## src/rtl/joy_db15_tx_if.sv

```systemverilog
// rtl/joy_db15_tx_if.sv - DB15 serial joystick link: shift clock, load strobe and serial data
interface joy_db15_tx_if;
    logic joy_clk;
    logic joy_load;
    logic joy_data;

    modport master (output joy_clk, output joy_load, input joy_data);
    modport slave  (input joy_clk, input joy_load, output joy_data);
endinterface

```

## src/rtl/joy_db15_tx.sv

```systemverilog
// rtl/joy_db15_tx.sv - device-side DB15 joystick serialiser emulating a 74HC165 chain
module joy_db15_tx #(
    parameter int          BTN_BITS    = 12,
    parameter int          SYNC_STAGES = 2,
    parameter logic [19:0] TIMEOUT     = 20'd960000
) (
    input  logic                clk,
    input  logic                reset,
    joy_db15_tx_if.slave        db15,
    input  logic [BTN_BITS-1:0] joy1_in,
    input  logic [BTN_BITS-1:0] joy2_in,
    output logic                frame_done,
    output logic                overrun,
    output logic                link_active
);
    localparam int W  = 2 * BTN_BITS;
    localparam int CW = $clog2(W + 1);
    localparam logic [CW-1:0] LAST_BIT = CW'(W - 1);

    typedef enum logic [1:0] {IDLE, LOAD, SHIFT, DONE} state_t;

    state_t                 state;
    logic [W-1:0]           sr;
    logic [CW-1:0]          cnt;
    logic [SYNC_STAGES-1:0] clk_sync;
    logic [SYNC_STAGES-1:0] load_sync;
    logic                   clk_prev;
    logic                   load_prev;
    logic [19:0]            wd_cnt;

    logic         clk_s;
    logic         load_s;
    logic         clk_rise;
    logic         load_fall;
    logic [W-1:0] frame;

    assign clk_s     = clk_sync[SYNC_STAGES-1];
    assign load_s    = load_sync[SYNC_STAGES-1];
    assign clk_rise  = clk_s & ~clk_prev;
    assign load_fall = ~load_s & load_prev;
    assign frame     = {~joy2_in, ~joy1_in};

    assign db15.joy_data = sr[0];
    assign link_active   = (wd_cnt < TIMEOUT);

    // Sync chains idle at the pins' inactive levels so reset never fakes an edge
    always_ff @(posedge clk) begin
        if (reset) begin
            clk_sync  <= '0;
            load_sync <= '1;
            clk_prev  <= 1'b0;
            load_prev <= 1'b1;
        end else begin
            clk_sync  <= {clk_sync[SYNC_STAGES-2:0], db15.joy_clk};
            load_sync <= {load_sync[SYNC_STAGES-2:0], db15.joy_load};
            clk_prev  <= clk_s;
            load_prev <= load_s;
        end
    end

    // Load low takes priority in every state, so a coincident shift edge is dropped
    always_ff @(posedge clk) begin
        if (reset) begin
            state      <= IDLE;
            sr         <= '1;
            cnt        <= '0;
            frame_done <= 1'b0;
            overrun    <= 1'b0;
        end else begin
            frame_done <= 1'b0;
            if (!load_s) begin
                state <= LOAD;
                sr    <= frame;
                cnt   <= '0;
            end else begin
                case (state)
                    IDLE: state <= IDLE;
                    LOAD: state <= SHIFT;
                    SHIFT: begin
                        if (clk_rise) begin
                            sr  <= {1'b1, sr[W-1:1]};
                            cnt <= cnt + 1'b1;
                            if (cnt == LAST_BIT) begin
                                frame_done <= 1'b1;
                                state      <= DONE;
                            end
                        end
                    end
                    DONE: begin
                        if (clk_rise) begin
                            sr      <= {1'b1, sr[W-1:1]};
                            overrun <= 1'b1;
                        end
                    end
                    default: state <= IDLE;
                endcase
            end
        end
    end

    // Starts saturated so the link reads inactive until the first load arrives
    always_ff @(posedge clk) begin
        if (reset) begin
            wd_cnt <= TIMEOUT;
        end else if (load_fall) begin
            wd_cnt <= '0;
        end else if (wd_cnt < TIMEOUT) begin
            wd_cnt <= wd_cnt + 20'd1;
        end
    end
endmodule

```

## src/flat_wrapper.sv

```systemverilog
// flat-port wrapper written by rule: the top's interface ports become plain ports
module joy_db15_tx_flat 
#(
    parameter int          BTN_BITS    = 12,
    parameter int          SYNC_STAGES = 2,
    parameter logic [19:0] TIMEOUT     = 20'd960000
)
  (clk, reset, joy1_in, joy2_in, frame_done, overrun, link_active, db15_joy_clk, db15_joy_load, db15_joy_data);
  joy_db15_tx_if db15_i ();
  input  logic clk;
  input  logic reset;
  input  logic [BTN_BITS-1:0] joy1_in;
  input  logic [BTN_BITS-1:0] joy2_in;
  output logic frame_done;
  output logic overrun;
  output logic link_active;
  input wire logic [$bits(db15_i.joy_clk)-1:0] db15_joy_clk;
  input wire logic [$bits(db15_i.joy_load)-1:0] db15_joy_load;
  output wire logic [$bits(db15_i.joy_data)-1:0] db15_joy_data;
  assign db15_i.joy_clk = db15_joy_clk;
  assign db15_i.joy_load = db15_joy_load;
  assign db15_joy_data = db15_i.joy_data;
  joy_db15_tx #(.BTN_BITS(BTN_BITS), .SYNC_STAGES(SYNC_STAGES), .TIMEOUT(TIMEOUT)) u_core (.clk(clk), .reset(reset), .db15(db15_i), .joy1_in(joy1_in), .joy2_in(joy2_in), .frame_done(frame_done), .overrun(overrun), .link_active(link_active));
endmodule
```

## config.mk

```make
export PLATFORM = sky130hd
export DESIGN_NAME = joy_db15_tx_flat
export DESIGN_NICKNAME = d
export VERILOG_FILES = /design/src/rtl/joy_db15_tx_if.sv /design/src/rtl/joy_db15_tx.sv /design/src/flat_wrapper.sv
export SDC_FILE = /design/constraint.sdc
export NUM_CORES = 1
export LEC_CHECK = 0
export BUFFER_PORTS_ARGS = -buffer_cell sky130_fd_sc_hd__buf_4
export CAP_MARGIN = 20
export CORE_MARGIN = 3
export CORE_UTILIZATION = 27
export DETAILED_ROUTE_END_ITERATION = 16
export PLACE_DENSITY = 0.42
export SLEW_MARGIN = 5
export SYNTH_ARGS = -nofsm -noshare
export SYNTH_HDL_FRONTEND = slang
export SYNTH_SLANG_ARGS = --single-unit
```

## constraint.sdc

```tcl
create_clock -name clk -period 2.65 [get_ports clk]
set_clock_uncertainty 0.05 [all_clocks]
set_input_delay 0.265 -clock clk [delete_from_list [all_inputs] [get_ports clk]]
set_output_delay 0.265 -clock clk [all_outputs]
set_load 0.01 [all_outputs]
```

# Yosys cells after proc, flatten, opt, wreduce, memory -nomap -nowiden
# Cells that the tools add are included.
[op_classes]
n_mux = 10
reduce_logical = 12
order_cmp = 1
n_bitwise = 8
addsub = 2
n_eq_ne = 11
[op_table]
columns = ["operator", "n"]
rows = [
  ["two-way mux 24 bit", 3],
  ["two-way mux 20 bit", 2],
  ["NOT 12 bit", 2],
  ["adder 20 x 1 -> 20 bit, second input constant", 1],
  ["less-than comparator 20 bit, second input constant", 1],
  ["AND reduction 3 bit", 3],
  ["inequality test 3 bit, second input constant", 2],
  ["case mux 2 bit (3 select lines)", 1],
  ["OR reduction 2 bit", 3],
  ["adder 5 x 1 -> 5 bit, second input constant", 1],
  ["equality test 5 bit, second input constant", 1],
  ["equality test 2 bit, second input constant", 2],
  ["two-way mux 2 bit", 2],
  ["inequality test 2 x 1 -> 1 bit, second input constant", 2],
  ["inequality test 2 bit, second input constant", 2],
  ["inequality test 4 bit, second input constant", 1],
  ["NOT 1 bit", 4],
  ["AND reduction 2 bit", 2],
  ["OR reduction 4 bit", 1],
  ["nonzero test 3 bit", 1],
  ["AND 1 bit", 2],
  ["equality test 2 x 1 -> 1 bit, second input constant", 1],
  ["logical NOT 2 bit", 1],
  ["two-way mux 1 bit", 2],
  ["nonzero test 2 bit", 1],
]
[word_totals]
reg_bits = 59
inputBits = 28
wordCells = 56
out_inout_bits = 4

# Logic depth before layout (Yosys ltp)
[logic_depth]
ltp_word = 5
mapped_depth = 8
ltp_nobuf = 6

# Worst setup path before layout
# No wires, ideal clock.
[synth_path]
kind = "register to register"
from = "register u_core.state[0]"
to = "register u_core.sr[0]"
stages_incl_launch_ff = 9
path_slack_ns = 0.681
arrival_ns = 1.799
setup_ns = 0.120
synth_period_minus_slack_ns = 1.969
n_path_buf = 2
t_required_ns = 2.480
cell_sequence = "dfxtp_1 > inv_1 > ha_1 > o21ai_0 > and2_1 > clkbuf_1 > buf_1 > nor2_1 > a211o_1"
[synth_via]
elab_chain_len = 4
word_cells_on_any_way = 5
classes_between = "eq/ne (3); reduce/logical (2)"
[synth_rtl]
columns = ["item", "line", "text"]
rows = [
  ["start, declared", "joy_db15_tx.sv:22", "state_t state;"],
  ["start signal, assigned", "joy_db15_tx.sv:64", "state <= IDLE;"],
  ["start signal, assigned", "joy_db15_tx.sv:72", "state <= LOAD;"],
  ["start signal, assigned", "joy_db15_tx.sv:77", "IDLE: state <= IDLE;"],
  ["equality test 2 bit", "joy_db15_tx.sv:76", "case (state)"],
  ["OR reduction 2 bit (no line) (*)", "--", ""],
  ["inequality test 2 bit (no line) (*)", "--", ""],
  ["AND reduction 2 bit (no line) (*)", "--", ""],
  ["end signal, assigned", "joy_db15_tx.sv:73", "sr <= frame;"],
  ["end signal, assigned", "joy_db15_tx.sv:81", "sr <= {1'b1, sr[W-1:1]};"],
  ["end signal, assigned", "joy_db15_tx.sv:91", "sr <= {1'b1, sr[W-1:1]};"],
  ["end, declared", "joy_db15_tx.sv:23", "logic [W-1:0] sr;"],
]
# Mark *: on every way between the ends. The rest lies on a longest branch, timed or not.
# A chain may end at the register's enable or synchronous reset.

# Worst setup path after layout
[layout_path]
from = "register u_core.wd_cnt[10]"
to = "output port link_active"
[layout_via]
elab_chain_len = 1
[layout_rtl]
columns = ["item", "line", "text"]
rows = [
  ["start, declared", "joy_db15_tx.sv:29", "logic [19:0] wd_cnt;"],
  ["start signal, assigned", "joy_db15_tx.sv:108", "wd_cnt <= wd_cnt + 20'd1;"],
  ["less-than comparator 20 bit", "joy_db15_tx.sv:44", "assign link_active = (wd_cnt < TIMEOUT);"],
  ["end, declared", "flat_wrapper.sv:16", "output logic link_active;"],
]
# No other way between the ends.

==> impl_metrics.toml <==
[status]
status = "complete, no violations"

[drt]
vias = 2135
drt-total-wl_um = 5450
dr.pass1.iters = 4
ant_nets = 0
routed-wl-met3_um = 239
drt_iter0_drc = 69
top_layer = "met4"
post_drt_wl_per_cell_um = 11.4
wl_met1_um = 2850
avgViaCountPerCell = 4.46
drc = 0
dr_wl_met2_um = 2270

[cts]
htree_levels = 3
max-clock-path-buffers = 2
cts_tree = "yes"
cts.sinks = 59
insertion_delay_ns = 0.33
post-cts-setup-buffers = 0
cts_resized = 0
postCtsHoldBufs = 0
cts_made_buffers = 9
clkTransAtPathRegs_ns = 0.07
clock-root-buffer = "clkbuf_8"

[placement]
dp_hpwl_um = 3590
gp_congestion = 0.727
io_buffers = 31

[synth]
synth_fa_ha_area_share_pct = 2.27
synthMuxAreaShare_pct = 9.10
syn_area_per_cell_um2 = 8.88
ys_seq_area_share_pct = 42.9
synth_xor_xnor_area_share_pct = 3.50
synth_cell_types = 39
netlist_area_um2 = 2750
syn_inst = 310
synth_compound_area_share_pct = 17.5
yosys.area_share.simple_pct = 18.5
synth.net_count = 343
ys_warn_count = 0
yosys_register_bits = 59
synth_top_family_by_area = "simple AND/OR/NAND/NOR gates"

[floorplan]
die_h_um = 107
rows = 36
pin_count = 32
start_util_pct = 28.0
core_area_um2 = 9820
die_width_um = 107
die_area_um2 = 11400

[worst_setup_path]
worst_setup_path_end_kind = "output port"
regToRegSetupSlack_ns = 0.54
reg2reg_to = "u_core.wd_cnt[15]"
r2r_start = "u_core.wd_cnt[10]"
reg2reg_depth = 5
critical_path.startpoint_type = "flip-flop"
crit_type = "reg -> out"
crit_path_end = "link_active"
critPathLaunch = "u_core.wd_cnt[10]"
path_max_fanout = 9
cp.arrival_ns = 1.82
crit_required_ns = 2.34

[sta]
setup-violations-final = 0
max_slew_margin_pct = 63.2
layout_min_cycle_time_ns = 2.13
drv_slew = 0
worst_slew_pin_slew_ns = 0.552
period_share_pct = 80.5
fmax_mhz = 469
rsz0062_at_grt = "false"
final_hold_viol_count = 0
final.setup.tns_ns = 0

[final_layout]
layout-drive-gt1-share_pct = 16.8
final_common_cell = "dfxtp_1"
nNetsFinal = 374
mostFrequentLayoutCells = "dfxtp_1 (59), nor2_1 (45), buf_4 (36), inv_1 (27), mux2i_1 (25)"
antenna_cells = 0
syn_to_final_growth_pct = 22.1

[global_routing]
grt_remaining_overflow = 0
grt_pass1_wl_um = 9340
grt_util_all_layers_pct = 10.2
grt_max_degree = 48
grt_pass1_vias = 1947
antenna_found_initial = 0

[job]
drv_cap = 0

[power_and_ir_drop]
p_leak_nw = 1.53
power_mw = 2.13
irDropWorstVdd_mv = 0.382
p_per_area_nw_per_um2 = 634

[worst_hold_path]
hold_path.class = "in -> reg"
==> cell type report <==
class | count | area [µm²]
clock buffers | 11 | 141
clock inverters | 5 | 100
fillers | 1085 | 6460
inverters | 27 | 101
multi-input cells | 208 | 1400
flip-flops and latches | 59 | 1180
well taps | 133 | 166
repair buffers | 36 | 270
==> routing by layer <==
metal	vias to the layer above	track usage (%)
li1	1131	-
met1	958	14.0
met2	39	14.5
met3	7	3.43
met4	0	4.66
met5	-	0
==> synthesized netlist by cell type <==
master / count / area [µm²]
a31oi_1: 2 / 12.5
and3_1: 3 / 18.8
o21ai_2: 2 / 17.5
o211a_1: 2 / 20.0
xnor2_1: 1 / 8.76
o41a_1: 1 / 11.3
buf_1: 4 / 15.0
nor2_1: 45 / 169
a211o_1: 24 / 210
o21ai_1: 2 / 10.0
o2111ai_1: 2 / 17.5
o22ai_1: 1 / 6.26
or4_1: 3 / 22.5
o31ai_1: 1 / 7.51
dfxtp_1: 59 / 1180
nand4_1: 3 / 18.8
clkbuf_1: 10 / 37.5
nor4b_1: 1 / 8.76
nor4_1: 2 / 12.5
nand3_1: 13 / 65.1
a21oi_1: 10 / 50.1
nand2_1: 12 / 45.0
xor2_1: 10 / 87.6
a211oi_4: 1 / 20.0
o211ai_1: 3 / 22.5
ha_1: 5 / 62.6
or3_1: 7 / 43.8
a21o_1: 2 / 15.0
and2_1: 2 / 12.5
nand2b_1: 5 / 31.3
nor2b_1: 6 / 37.5
mux2i_1: 25 / 250
nor3_1: 1 / 5.00
buf_6: 1 / 11.3
inv_1: 27 / 101
o21ai_0: 7 / 35.0
o2111ai_4: 1 / 26.3
or2_2: 3 / 18.8
buf_2: 1 / 5.00
==> where the power goes <==
part / internal, mW / switching [mW] / leakage [nW]
Combinational: 0.0935 / 0.0900 / 0.923
Clock: 0.648 / 0.358 / 0.123
Sequential: 0.921 / 0.0219 / 0.482
Total: 1.66 / 0.470 / 1.53
==> flip-flops by register name (all words and copies together), names as in the netlist <==
name and count:
u_core.overrun 1, u_core.wd_cnt 20, u_core.load_prev 1, u_core.clk_sync 2, u_core.frame_done 1, u_core.clk_prev 1
u_core.state 2, u_core.load_sync 2, u_core.sr 24, u_core.cnt 5
==> worst min-delay path by stage <==
stage,endpoint,startpoint,depth (start not counted)
2_1_floorplan,u_core.load_sync[0],db15_joy_load,1
3_3_place_gp,u_core.load_sync[1],u_core.load_sync[0],1
3_5_place_dp,u_core.load_sync[1],u_core.load_sync[0],1
4_1_cts,u_core.load_sync[0],db15_joy_load,2
5_1_grt,u_core.load_sync[0],db15_joy_load,2
6_report,u_core.load_sync[0],db15_joy_load,2
==> cell families after synthesis <==
kind of cell	after synthesis
AOI/OAI and AO/OA	61
buffers and inverters	43
muxes	25
and+or+nand+nor	106
adders and majority gates	5
DFF	59
xor gates and xnor gates	11
==> worst max-delay path, cell delays in order, from the launching register on <==
cell	delay (ns)
dfxtp_1	0.35
a211o_1	0.34
a211oi_4	0.46
nor2_1	0.15
inv_1	0.08
buf_4	0.11
==> metrics by stage <==
stage	utilization (%)	instance area, µm²	setup slack (ns)	instances	hold slack [ns]
CTS	34.2	3360	0.480	479	0.0426
global route	34.2	3360	0.374	479	0.0389
floorplan	-	2750	0.681	310	0.319
global placement	31.8	3120	0.597	463	0.349
detailed placement	31.8	3120	0.543	463	0.350
finish	34.2	3360	0.517	479	0.0658
Note: power is estimated with default switching activity, not from simulation.
